<file path="src/rtl/seq_mult_param.sv">
// Sequential shift-add multiplier: one multiplier bit per clock, signed or unsigned per operation.
// Operands are reduced to magnitudes up front; the product sign is restored in the final cycle.
module seq_mult_param #(
  parameter int unsigned WIDTH = 8,
  localparam int unsigned CNT_W = $clog2(WIDTH + 1)
) (
  input  logic                 clk,
  input  logic                 rst_n,
  input  logic                 start,
  input  logic                 signed_mode,
  input  logic [WIDTH-1:0]     multiplicand,
  input  logic [WIDTH-1:0]     multiplier,
  output logic [2*WIDTH-1:0]   product,
  output logic                 sign,
  output logic                 busy,
  output logic                 done
);

  typedef enum logic [1:0] {StIdle, StRun, StFinish} state_e;

  state_e               state_q, state_d;
  logic [WIDTH-1:0]     mag_b_q, mag_b_d;
  logic [2*WIDTH-1:0]   mcand_sh_q, mcand_sh_d;
  logic [2*WIDTH-1:0]   acc_q, acc_d;
  logic [2*WIDTH-1:0]   product_q, product_d;
  logic [CNT_W-1:0]     cnt_q, cnt_d;
  logic                 neg_q, neg_d;
  logic                 sign_q, sign_d;
  logic                 done_q, done_d;

  logic                 neg_a, neg_b;
  logic [WIDTH-1:0]     mag_a, mag_b;

  // The most negative operand negates to 2^(WIDTH-1), which still fits an unsigned WIDTH-bit reg.
  always_comb begin
    neg_a = signed_mode & multiplicand[WIDTH-1];
    neg_b = signed_mode & multiplier[WIDTH-1];
    mag_a = neg_a ? -multiplicand : multiplicand;
    mag_b = neg_b ? -multiplier : multiplier;
  end

  always_comb begin
    state_d    = state_q;
    mag_b_d    = mag_b_q;
    mcand_sh_d = mcand_sh_q;
    acc_d      = acc_q;
    cnt_d      = cnt_q;
    neg_d      = neg_q;
    product_d  = product_q;
    sign_d     = sign_q;
    done_d     = 1'b0;
    unique case (state_q)
      StIdle: begin
        if (start) begin
          mag_b_d    = mag_b;
          mcand_sh_d = {{WIDTH{1'b0}}, mag_a};
          acc_d      = '0;
          cnt_d      = '0;
          neg_d      = neg_a ^ neg_b;
          state_d    = StRun;
        end
      end
      StRun: begin
        if (mag_b_q[0]) acc_d = acc_q + mcand_sh_q;
        mcand_sh_d = mcand_sh_q << 1;
        mag_b_d    = mag_b_q >> 1;
        cnt_d      = cnt_q + 1'b1;
        // Fixed WIDTH iterations regardless of data, so latency never varies.
        if (cnt_q == CNT_W'(WIDTH - 1)) state_d = StFinish;
      end
      StFinish: begin
        product_d = neg_q ? -acc_q : acc_q;
        sign_d    = neg_q & (acc_q != '0);
        done_d    = 1'b1;
        state_d   = StIdle;
      end
      default: state_d = StIdle;
    endcase
  end

  always_ff @(posedge clk) begin
    if (!rst_n) begin
      state_q    <= StIdle;
      mag_b_q    <= '0;
      mcand_sh_q <= '0;
      acc_q      <= '0;
      cnt_q      <= '0;
      neg_q      <= 1'b0;
      product_q  <= '0;
      sign_q     <= 1'b0;
      done_q     <= 1'b0;
    end else begin
      state_q    <= state_d;
      mag_b_q    <= mag_b_d;
      mcand_sh_q <= mcand_sh_d;
      acc_q      <= acc_d;
      cnt_q      <= cnt_d;
      neg_q      <= neg_d;
      product_q  <= product_d;
      sign_q     <= sign_d;
      done_q     <= done_d;
    end
  end

  assign product = product_q;
  assign sign    = sign_q;
  assign busy    = (state_q != StIdle);
  assign done    = done_q;

endmodule

</file>
<file path="config.mk">
export PLATFORM = sky130hd
export DESIGN_NAME = seq_mult_param
export DESIGN_NICKNAME = d
export VERILOG_FILES = /design/src/rtl/seq_mult_param.sv
export SDC_FILE = /design/constraint.sdc
export NUM_CORES = 1
export LEC_CHECK = 0
export ABC_AREA = 0
export BUFFER_PORTS_ARGS = -buffer_cell sky130_fd_sc_hd__buf_4
export CORE_UTILIZATION = 50
export CTS_BUF_LIST = sky130_fd_sc_hd__clkbuf_8
export CTS_CLUSTER_DIAMETER = 150
export DETAILED_ROUTE_END_ITERATION = 8
export PLACE_DENSITY = 0.81
export SETUP_SLACK_MARGIN = 0.05
export SLEW_MARGIN = 10
export SYNTH_ARGS = -nofsm -noshare
export SYNTH_HDL_FRONTEND = slang
export SYNTH_SLANG_ARGS = --single-unit
</file>
<file path="constraint.sdc">
create_clock -name clk -period 3.4 [get_ports clk]
set_input_delay 0.68 -clock clk [delete_from_list [all_inputs] [get_ports clk]]
set_output_delay 0.68 -clock clk [all_outputs]
set_load 0.01 [all_outputs]
</file>
Word level (Yosys, flattened, before mapping)
Cells that the tools add are included.
{"block": "word_totals", "ff_bits": 65, "input_bits": 20, "out_inout_bits": 19}
{"block": "op_classes", "add_sub_neg": 5, "n_eq_ne": 6, "mux": 16, "bitwise": 4, "reduce_logical": 8}
{"operator": "16-bit two-way mux", "n": 4}
{"operator": "16-bit one-hot mux with 2 select lines", "n": 2}
{"operator": "8-bit two-way mux", "n": 3}
{"operator": "16-bit adder", "n": 1}
{"operator": "16-bit negator", "n": 1}
{"operator": "8-bit negator", "n": 2}
{"operator": "8-bit one-hot mux with 2 select lines", "n": 1}
{"operator": "16-bit nonzero test", "n": 1}
{"operator": "4-bit one-hot mux with 2 select lines", "n": 1}
{"operator": "2-bit inequality test, second input constant", "n": 3}
{"operator": "2-bit AND reduction", "n": 3}
{"operator": "4-bit by 1-bit adder with 4-bit output, second input constant", "n": 1}
{"operator": "4-bit by 3-bit equality test with 1-bit output, second input constant", "n": 1}
{"operator": "2-bit two-way mux", "n": 2}
{"operator": "4-bit two-way mux", "n": 1}
{"operator": "2-bit one-hot mux with 2 select lines", "n": 1}
{"operator": "2-bit nonzero test", "n": 2}
{"operator": "1-bit bitwise AND", "n": 3}
{"operator": "3-bit AND reduction", "n": 1}
{"operator": "2-bit by 1-bit equality test with 1-bit output, second input constant", "n": 1}
{"operator": "2-bit equality test, second input constant", "n": 1}
{"operator": "2-bit logical NOT", "n": 1}
{"operator": "1-bit two-way mux", "n": 1}
{"operator": "1-bit bitwise XOR", "n": 1}

Logic depth before layout (Yosys ltp)
Gate-level depths: netlist of the first run.
{"block": "logic_depth", "word_depth": 4, "mapped_depth": 9}

Least setup slack after synthesis of the first run
Ideal clock, no wire load.
{"block": "synth_path", "path_kind": "reg2reg", "startpoint": "register acc_q[0]", "endpoint": "register acc_q[14]", "arrival_ns": 2.210, "required_ns": 3.337, "setup_slack_ns": 1.127, "stages_incl_launch_ff": 10, "path_buffers": 0, "period_less_slack_ns": 2.273, "cell_sequence": "dfxtp_1 ha_1 inv_1 fa_1 nor2b_1 o211ai_1 a31oi_1 a31oi_1 or4_1 nand3_1"}
{"block": "synth_between", "elab_chain_len": 3}
{"element": "start, declared", "line": "24", "text": "logic [2*WIDTH-1:0] acc_q, acc_d;"}
{"element": "start signal, assigned", "line": "86", "text": "acc_q <= '0;"}
{"element": "start signal, assigned", "line": "96", "text": "acc_q <= acc_d;"}
{"element": "16-bit adder", "line": "64", "text": "if (mag_b_q[0]) acc_d = acc_q + mcand_sh_q;"}
{"element": "16-bit two-way mux", "line": "64"}
{"element": "16-bit one-hot mux with 2 select lines", "line": "52", "text": "unique case (state_q)"}
Every way passes these cells. The select of a mux whose other input is x is not followed.
A chain may end at the register's enable or synchronous reset.

Final worst setup path of the first run
Same ends and word-level chain as after synthesis.

==> impl_metrics.csv, run 1 <==
group,metric,value,unit
cells_and_area,fillers,635,
floorplanning,dieWidth,87.56,µm
cells_and_area,drive_gt1_frac,0.1423,
critical_path,crit_arrival,2850,ps
cts,cts_hold_buffers,0,
cells_and_area,final_cell_mix,"dfxtp_1 (65), nor2_1 (55), buf_4 (46)",
drt,drt_iter0_markers,288,
cts,clkLatencyLatePin,340,ps
job,drv_cap,0,
synthesis,yosysSeqAreaShare,0.3556,
critical_path,crit_required,3690,ps
min_path,hold_depth,2,
cts,htreeDepth,3,
cells_and_area,seqCellArea,1301,µm²
cts,path_clk_slew,70,ps
drt,wl,8426,µm
critical_path,timing_worst_setup_path_type,"flip-flop to flip-flop",
floorplanning,dieArea,7666,µm²
power_and_ir_drop,powerDensity,375.1,nW/µm²
global_route,track_usage,0.2361,
floorplanning,die_h,87.56,µm
timing,fmax,390.3,MHz
global_route,grt_first_pass_wirelength,14170,µm
timing,report.final.setup_viol,0,
cells_and_area,finalNonFillerCells,581,
cts,ctsLongestPathBuffers,2,
min_path,hp-start,"product[9]",
critical_path,slowest_delay,500,ps
synthesis,ys.flop_type,"dfxtp_1",
synthesis,synthArstFlopShare,0,
synthesis,netlist_area,3660,µm²
drt,drc,0,
synthesis,synthCells,448,
power_and_ir_drop,p_leak,1.812,nW
drt,detail-route-antenna-nets,0,
cts,clock_sinks,65,
synthesis,synth_seq_cells,65,
global_route,grt_max_degree,33,
floorplanning,initial_core_util,0.5270,
timing,worstMarginPinSlew,820.2,ps
timing,slew_viol_final,0,
placed_design,port_buffers,38,
floorplanning,core,6944,µm²
critical_path,r2r-end,"acc_q[14]",
timing,timing.setup.tns,0,ps
critical_path,path_common_cell,"a31oi_1",
synthesis,synth_edf_count,0,
drt,via_per_inst,5.787,
global_route,grt_antenna_before_repair,0,
cells_and_area,diodes,0,
synthesis,syn_area_per_cell,8.169,µm²
cts,cts_resized,0,
cts,cts_tree,"done",
cells_and_area,final_common_cell,"dfxtp_1",
critical_path,reg2regPathDepth,9,
drt,dr.pass1.iters,5,
cells_and_area,multi_input_area,2213,µm²
cells_and_area,stdcell_area,4209,µm²
floorplanning,row_count,30,
global_route,overflow,0,
placed_design,gp_congestion,0.8850,
cts,cts_root_buffer,"clkbuf_8",
critical_path,r2r_slack,840,ps
synthesis,yosysWarnings,0,
drt,wl_per_cell,14.50,µm
cts,post-cts-setup-buffers,0,
critical_path,start_kind,"flip-flop",
min_path,hold_end,"product[9]",
cells_and_area,area_growth,15.01,%
critical_path,path_max_fanout,6,
synthesis,syn_nets,488,
timing,hold_violations,0,
synthesis,synth_cell_types,54,
global_route,grt_pass1_vias,3031,
critical_path,r2r-start,"acc_q[0]",
timing,period_share,0.7536,
min_path,hp-class,"flip-flop to flip-flop",
critical_path,critPathCaptureType,"flip-flop",
cells_and_area,final_nets,521,
timing,slew_headroom,0.4521,
status,status,"completed",
placed_design,placed_cell_area,4033,µm²
timing,period_needed,2562,ps
floorplanning,io_pins,39,
power_and_ir_drop,peakVddDrop,0.1907,mV
critical_path,path_cells,"ha_1 > inv_1 > fa_1 > nor2b_1 > o211ai_1 > a31oi_1 > a31oi_1 > or4_1 > nand3_1",
timing,rsz0062_at_grt,"no",
cts,cts_buffers,9,
timing,clock_skew,9.602,ps
placed_design,dp_cells,566,
drt,vias,3362,
placed_design,dp_hpwl,6277,µm
critical_path,cp_slowest_cell,"or4_1",
==> metal layers <==
layer	wire length, µm	track usage
met5	0	0
met3	457	0.05372
met2	3918	0.3835
met4	83	0.06408
met1	3966	0.3161
==> critical path, delay by kind of cell, from the launching register on <==
kind,cells,cell delay (ps)
flip-flops,1,430
buffers and inverters,1,60
AO/OA/AOI/OAI,3,610
adder cells (fa/ha/maj),2,600
AND/OR/NAND/NOR,3,810
==> stage by stage <==
step                      utilization  power, mW  setup slack (ps)  hold WS (ps)
after floorplan                     -     0.9239              1127         447.3
after global placement         0.5807     0.9804             967.3         440.8
after detailed placement       0.5807     0.9855             868.7         443.4
after CTS                      0.6061      1.582             854.9         452.7
after global routing           0.6061      1.655             634.2         465.4
final                          0.6061      1.579             837.9         450.7
==> final cells by class <==
class                   instances  area share
flip-flops and latches         65      0.3092
repair buffers                 46     0.08205
inverters                      14     0.01249
clock inverters                 6     0.01249
well taps                      96     0.02854
clock buffers                   9     0.02943
multi-input cells             345      0.5259
==> synthesized netlist by cell type, drive strengths merged (3+ instances only) <==
library cell   n  area share
dfxtp         65        0.36
nor2          55       0.056
ha            19       0.065
nand2         42       0.043
or3            4      0.0072
nand3         15       0.021
o41ai          3      0.0092
o21ai         21       0.029
a22oi          9       0.018
xor2          23       0.055
clkbuf        22       0.023
o211ai         4      0.0082
a21o           6       0.013
a21oi         35       0.048
nand2b         5      0.0085
and3           7       0.012
nor3           8       0.011
a211oi        11       0.023
xnor2          9       0.022
a222oi        12       0.033
a31oi          8       0.014
o21a           5       0.010
inv           14       0.014
or4            5       0.010
o31ai          5       0.010
nor2b          8       0.014
==> state kept, by name, summed over array words and instances (netlist names) <==
name,cells
mcand_sh_q,16
product,16
mag_b_q,8
done,1
sign,1
cnt_q,4
state_q,2
acc_q,16
neg_q,1
==> worst max path at each step <==
stage	depth (start not counted)	from	slack [ps]	to
6_report	9	acc_q[0]	840	acc_q[14]
5_1_grt	9	acc_q[0]	630	acc_q[14]
4_1_cts	9	acc_q[0]	850	acc_q[14]
3_5_place_dp	9	acc_q[0]	870	acc_q[14]
3_3_place_gp	9	acc_q[0]	970	acc_q[14]
2_1_floorplan	9	acc_q[0]	1130	acc_q[14]
==> report_power, final <==
group / internal, mW / switching [mW]
clock: 0.325 / 0.280
sequential: 0.779 / 0.0173
combinational: 0.0734 / 0.104
==> cells by family (layout without fill, tap and decap cells) <==
logic type      Yosys count  count (layout)  synth area share
buf+inv                  38              75           0.03966
fa+ha+maj                20              20           0.07043
xor+xnor                 32              32           0.07658
mux                       4               4           0.01162
simple gates            158             158            0.2021
compound gates          131             131            0.2441
flops                    65              65            0.3556
Note: power is estimated with default switching activity, not from simulation.
==> run 2: changes to the inputs <==
--- a/config.mk
+++ b/config.mk
@@ -5,13 +5,13 @@
 export SDC_FILE = /design/constraint.sdc
 export NUM_CORES = 1
 export LEC_CHECK = 0
-export ABC_AREA = 0
+export ABC_AREA = 1
 export BUFFER_PORTS_ARGS = -buffer_cell sky130_fd_sc_hd__buf_4
 export CORE_UTILIZATION = 50
 export CTS_BUF_LIST = sky130_fd_sc_hd__clkbuf_8
 export CTS_CLUSTER_DIAMETER = 150
 export DETAILED_ROUTE_END_ITERATION = 8
-export PLACE_DENSITY = 0.81
+export PLACE_DENSITY = 0.83
 export SETUP_SLACK_MARGIN = 0.05
 export SLEW_MARGIN = 10
 export SYNTH_ARGS = -nofsm -noshare
==> constraint.sdc (replaced) <==
create_clock -name clk -period 2.3 [get_ports clk]
set_input_delay 0.46 -clock clk [delete_from_list [all_inputs] [get_ports clk]]
set_output_delay 0.46 -clock clk [all_outputs]
set_load 0.01 [all_outputs]
==> run 2 against run 1 <==
Synthesized cell count grew 39%. Routed wire length grew 20%. Global-route usage grew 1.6 points. Clock skew shrank 2.2 ps. Hold slack lost 120 ps. Critical path type unchanged. Critical path depth grew 1.
==> impl_metrics.csv, run 2 <==
group,metric,value,unit
floorplanning,dieWidth,92.16,µm
min_path,hold_depth,2,
drt,drt_iter0_markers,262,
power_and_ir_drop,peakVddDrop,0.3191,mV
placed_design,gp_congestion,0.9188,
power_and_ir_drop,p_leak,2.264,nW
min_path,hp-start,"multiplicand[0]",
synthesis,synthTopCellsByArea,"dfxtp_1 (32%), nand2_1 (16%), inv_1 (6.9%)",
global_route,met1_usage,0.2952,
synthesis,synth_common_cells,"nand2_1 (173), inv_1 (75), dfxtp_1 (65)",
synthesis,synth_top_area_cell,"dfxtp_1",
power_and_ir_drop,powerDensity,525.2,nW/µm²
synthesis,synth_most_common_cell,"nand2_1",
timing,rsz0062_at_grt,"no",
synthesis,synth_fa_ha_area_frac,0.06342,
global_route,grt_first_pass_wirelength,17170,µm
cells_and_area,area_growth,13.15,%
cts,path_clk_slew,80,ps
cts,clock_sinks,65,
synthesis,ys.flop_type,"dfxtp_1",
timing,hold_violations,0,
drt,vias,4164,
floorplanning,die_h,92.16,µm
job,drv_cap,0,
synthesis,synth_cell_types,43,
drt,dr.pass1.iters,5,
synthesis,syn_area_per_cell,6.534,µm²
floorplanning,dieArea,8493,µm²
drt,drc,0,
global_route,grt_max_degree,31,
cts,cts_root_buffer,"clkbuf_8",
cells_and_area,final_cell_mix,"nand2_1 (173), inv_1 (75), dfxtp_1 (65)",
synthesis,synthMuxAreaShare,0,
synthesis,synth_top_family_by_area,"simple AND/OR/NAND/NOR gates",
cts,cts_buffers,9,
critical_path,critPathCaptureType,"flip-flop",
timing,worstMarginPinSlew,706.2,ps
timing,slew_headroom,0.5287,
cells_and_area,diodes,0,
cts,cts_resized,0,
timing,period_needed,1945,ps
placed_design,port_buffers,38,
drt,wl_per_cell,13.27,µm
synthesis,yosysSeqAreaShare,0.3202,
placed_design,dp_hpwl,7488,µm
cells_and_area,final_nets,697,
synthesis,synth_edf_count,0,
cts,htreeDepth,3,
critical_path,r2r-start,"mcand_sh_q[0]",
status,status,"completed",
critical_path,r2r-end,"acc_q[8]",
synthesis,yosysWarnings,0,
floorplanning,initial_core_util,0.5205,
min_path,hp-class,"input port to flip-flop",
drt,wl,10140,µm
global_route,overflow,0,
critical_path,crit_required,2550,ps
synthesis,synth_compound_area_frac,0.1499,
critical_path,reg2regPathDepth,10,
floorplanning,row_count,32,
synthesis,synthArstFlopShare,0,
global_route,use_met3,0.06219,
critical_path,r2r_slack,350,ps
critical_path,start_kind,"flip-flop",
critical_path,crit_arrival,2200,ps
placed_design,pre_cts_slack,446.3,ps
cts,cts_tree,"done",
global_route,track_usage,0.2523,
drt,via_per_inst,5.450,
timing,clock_skew,7.386,ps
floorplanning,core,7807,µm²
timing,timing.setup.tns,0,ps
critical_path,timing_worst_setup_path_type,"flip-flop to flip-flop",
timing,report.final.setup_viol,0,
synthesis,synth_seq_cells,65,
global_route,grt_antenna_before_repair,0,
synthesis,synthCells,622,
critical_path,path_max_fanout,4,
synthesis,netlist_area,4064,µm²
timing,fmax,514.1,MHz
cells_and_area,final_common_cell,"nand2_1",
synthesis,syn_nets,662,
cells_and_area,fillers,738,
global_route,grt_use_met2,0.4366,
synthesis,synth_xor_area_frac,0.02371,
cells_and_area,drive_gt1_frac,0.1254,
cts,post-cts-setup-buffers,0,
synthesis,synth_top_area_frac,0.3202,
cts,cts_hold_buffers,0,
cells_and_area,seqCellArea,1301,µm²
cells_and_area,multi_input_area,2352,µm²
timing,period_share,0.8458,
timing,slew_viol_final,0,
cts,ctsLongestPathBuffers,2,
min_path,hold_end,"mcand_sh_q[0]",
timing,worst_slack,354.7,ps
global_route,grt_pass1_vias,3980,
drt,detail-route-antenna-nets,0,
floorplanning,io_pins,39,
synthesis,yosys.area_share.simple,0.3417,
cts,clkLatencyLatePin,360,ps
global_route,grt_busiest_layer,"met2",
==> run 2: changes by cell type after synthesis, sizes merged, moves of 8 or more <==
cell / delta
buf: +8
nor2b: -8
o21ai: +10
xnor2: -9
xor2: -12
nand3: +37
a211oi: -10
a222oi: -12
nor2: +10
a21oi: +10
nand2: +138
inv: +67
clkbuf: -15
==> run 2: cell families (layout without fill, tap and decap cells) <==
group,after synthesis,after routing
adders and majority gates,20,20
AOI/OAI and AO/OA,108,108
xor gates and xnor gates,11,11
DFF,65,65
buffers and inverters,100,140
and+or+nand+nor,318,318
==> run 2: per-layer routing <==
layer  wire length [µm]  vias to the layer above
met3                562                       23
met5                  0                        -
met4                224                        0
met1               4435                     1916
li1                   -                     2089
met2               4914                      136
==> run 2: power by group <==
| group | switching [mW] | internal, mW | leakage (nW) |
|---|---|---|---|
| clock network | 0.517 | 0.409 | 0.0925 |
| registers | 0.0316 | 1.15 | 0.527 |
| logic | 0.195 | 0.108 | 1.64 |
==> run 2: metrics by stage <==
| step | std cells | hold WS [ps] | power, mW | instance area (µm²) | util |
|---|---|---|---|---|---|
| 2_1_floorplan | 622 | 442.8 | 1.419 | 4064 | - |
| 3_3_place_gp | 748 | 451.7 | 1.497 | 4415 | 0.5655 |
| 3_5_place_dp | 748 | 458.6 | 1.508 | 4415 | 0.5655 |
| 4_1_cts | 764 | 322.0 | 2.427 | 4598 | 0.5889 |
| 5_1_grt | 764 | 332.2 | 2.515 | 4598 | 0.5889 |
| 6_report | 764 | 334.3 | 2.415 | 4598 | 0.5889 |
==> run 2: layout make-up <==
class / count / area share
clock inverter: 7 / 0.01279
timing repair buffer: 41 / 0.06966
sequential: 65 / 0.2830
multi-input combinational: 457 / 0.5116
inverter: 83 / 0.06830
clock buffer: 9 / 0.02694
tap: 102 / 0.02776
==> run 2: critical path: stages (launching register included) <==
cell and delay (ps):
dfxtp_1 370, ha_1 180, inv_1 60, fa_1 360, inv_1 130, nand3_1 110
nand3_1 140, a21oi_1 90, or2_2 270, nand3_1 70, a21oi_1 60
==> run 2: how the worst max path moves through the flow <==
stage | end | from | cells past startpoint
5_1_grt | acc_q[8] | mcand_sh_q[0] | 10
6_report | acc_q[8] | mcand_sh_q[0] | 10
4_1_cts | acc_q[8] | mcand_sh_q[0] | 10
3_3_place_gp | acc_q[8] | mcand_sh_q[0] | 10
2_1_floorplan | acc_q[8] | mcand_sh_q[0] | 10
3_5_place_dp | acc_q[8] | mcand_sh_q[0] | 10
==> run 3: changes to the inputs <==
--- a/config.mk
+++ b/config.mk
@@ -5,13 +5,13 @@
 export SDC_FILE = /design/constraint.sdc
 export NUM_CORES = 1
 export LEC_CHECK = 0
-export ABC_AREA = 1
+export ABC_AREA = 0
 export BUFFER_PORTS_ARGS = -buffer_cell sky130_fd_sc_hd__buf_4
 export CORE_UTILIZATION = 50
 export CTS_BUF_LIST = sky130_fd_sc_hd__clkbuf_8
 export CTS_CLUSTER_DIAMETER = 150
 export DETAILED_ROUTE_END_ITERATION = 8
-export PLACE_DENSITY = 0.83
+export PLACE_DENSITY = 0.81
 export SETUP_SLACK_MARGIN = 0.05
 export SLEW_MARGIN = 10
 export SYNTH_ARGS = -nofsm -noshare
==> constraint.sdc (replaced) <==
create_clock -name clk -period 1.86 [get_ports clk]
set_input_delay 0.372 -clock clk [delete_from_list [all_inputs] [get_ports clk]]
set_output_delay 0.372 -clock clk [all_outputs]
set_load 0.01 [all_outputs]
==> run 3 against run 2 <==
The flow now finishes with violations (negative setup slack). Design area rose by 15%. First-iteration DRC count shrank 35%. Final cell count down 13%. Sequential share of layout area down 3.3 points. Critical path type unchanged. Largest power group unchanged.
==> impl_metrics.csv, run 3 (synthesized netlist as in run 1, its figures left out) <==
group,metric,value,unit
timing,worst_slack,-279.0,ps
critical_path,cp_slowest_cell,"or4_1",
critical_path,r2r_slack,-280,ps
drt,drt_iter0_markers,170,
power_and_ir_drop,p_leak,2.261,nW
cells_and_area,final_cell_mix,"buf_4 (120), nor2_1 (53), dfxtp_1 (53)",
cells_and_area,final_nets,605,
power_and_ir_drop,power_switching,785.4,µW
critical_path,reg2regPathDepth,9,
drt,wl,10650,µm
global_route,grt_pass1_vias,3786,
placed_design,gp_congestion,0.8958,
cts,path_clk_slew,70,ps
critical_path,r2r-start,"acc_q[0]",
cells_and_area,drive_gt1_frac,0.3842,
floorplanning,io_pins,39,
floorplanning,die_h,87.56,µm
global_route,grt_first_pass_wirelength,17060,µm
drt,detail-route-antenna-nets,0,
critical_path,timing_worst_setup_path_type,"flip-flop to flip-flop",
critical_path,endpoint,"acc_q[14]",
min_path,hp-class,"input port to flip-flop",
cells_and_area,area_growth,44.65,%
timing,report.final.setup_viol,16,
timing,period_needed,2139,ps
drt,vias,3863,
status,violations,"negative setup slack",
critical_path,path_max_fanout,3,
global_route,track_usage,0.2884,
status,status,"finished, violations left",
critical_path,cp-startpoint,"acc_q[0]",
cells_and_area,diodes,0,
cts,cts_tree,"done",
cts,cts_buffers,9,
power_and_ir_drop,powerDensity,563.3,nW/µm²
power_and_ir_drop,peakVddDrop,0.3789,mV
critical_path,slowest_delay,410,ps
placed_design,pre_cts_slack,-298.9,ps
cts,clkLatencyLatePin,350,ps
cts,cts_root_buffer,"clkbuf_8",
power_and_ir_drop,clockPowerShare,0.372,
drt,drc,0,
placed_design,dp_cells,641,
floorplanning,dieWidth,87.56,µm
timing,hold_violations,0,
placed_design,port_buffers,38,
drt,via_per_inst,5.800,
power_and_ir_drop,p_sw_frac,0.2634,
floorplanning,core,6944,µm²
cts,clock_sinks,65,
cts,ctsLongestPathBuffers,2,
timing,worstMarginPinSlew,750.9,ps
floorplanning,initial_core_util,0.5270,
critical_path,crit_required,2150,ps
power_and_ir_drop,combPwrFrac,0.139,
placed_design,dp_hpwl,7334,µm
cells_and_area,final_common_cell,"buf_4",
global_route,overflow,0,
global_route,grt_max_degree,38,
timing,period_share,1.150,
drt,dr.pass1.iters,5,
power_and_ir_drop,intPower,2.196,mW
timing,slew_viol_final,0,
timing,clock_skew,12.16,ps
power_and_ir_drop,seqPwrFrac,0.489,
critical_path,crit_arrival,2430,ps
floorplanning,row_count,30,
critical_path,start_kind,"flip-flop",
drt,wl_per_cell,15.99,µm
job,drv_cap,0,
cells_and_area,finalNonFillerCells,666,
timing,fmax,467.5,MHz
timing,slew_headroom,0.4987,
cts,htreeDepth,3,
floorplanning,dieArea,7666,µm²
critical_path,critPathCaptureType,"flip-flop",
critical_path,r2r-end,"acc_q[14]",
global_route,grt_antenna_before_repair,0,
critical_path,path_cells,"ha_4 > inv_2 > fa_2 > nor2b_4 > o211ai_1 > a31oi_2 > a31oi_4 > or4_1 > nand3_1",
timing,rsz0062_at_grt,"yes",
## run 3: worst max-delay path, delay by kind of cell, from the launching register on
kind | cells | cell delay [ps]
adders and majority gates | 2 | 510
buffers and inverters | 1 | 40
and+or+nand+nor | 3 | 630
AOI/OAI and AO/OA | 3 | 530
DFF | 1 | 380
## run 3: worst min-delay path by stage
stage / start / slack, ps / depth (start not counted) / end
5_1_grt: rst_n / 270 / 2 / cnt_q[3]
6_report: rst_n / 270 / 2 / cnt_q[3]
2_1_floorplan: mag_b_q[7] / 450 / 2 / mag_b_q[7]
3_5_place_dp: product[15] / 450 / 2 / product[15]
3_3_place_gp: product[13] / 440 / 2 / product[13]
4_1_cts: rst_n / 260 / 2 / cnt_q[3]
## run 3: area by class of cell
cell class / instances / area [µm²]
clock inverters: 4 / 20.02
clock buffers: 12 / 165.2
fillers: 473 / 1650
well taps: 96 / 120.1
repair buffers: 130 / 1013
multi-input cells: 345 / 2599
inverters: 14 / 55.05
flip-flops and latches: 65 / 1321
## run 3: metrics by stage
step | hold slack, ps | utilization | total power, mW | area [µm²] | setup TNS (ps)
finish | 270.6 | 0.7623 | 2.982 | 5294 | -3043
CTS | 259.5 | 0.7395 | 2.971 | 5135 | -2364
global route | 268.4 | 0.7623 | 3.095 | 5294 | -4393
global placement | 440.0 | 0.6802 | 1.845 | 4723 | -1597
floorplan | 447.3 | - | 1.697 | 3796 | -614.9
detailed placement | 445.2 | 0.6802 | 1.859 | 4723 | -2155
## run 3: repair_timing
item,4_1_cts,5_1_grt
hold buffers,0,0
cloned,1,0
resized for setup,39,36
endpoints found under the setup margin,17,23
setup buffers,8,8
pin swaps,21,26
## run 3: power groups by stage
stage	combinational (mW)	sequential (mW)	clock (mW)
4_1_cts	0.399	1.45	1.12
2_1_floorplan	0.224	1.47	0
6_report	0.415	1.46	1.11
3_5_place_dp	0.375	1.48	0
5_1_grt	0.453	1.46	1.18
3_3_place_gp	0.364	1.48	0
## run 3: metal layers
metal,vias to the layer above,GRT usage,part of all wire
met5,-,0,0
met4,0,0.1535,0.027
met3,27,0.04241,0.041
met2,115,0.5099,0.52
met1,1848,0.3372,0.41
li1,1873,-,-
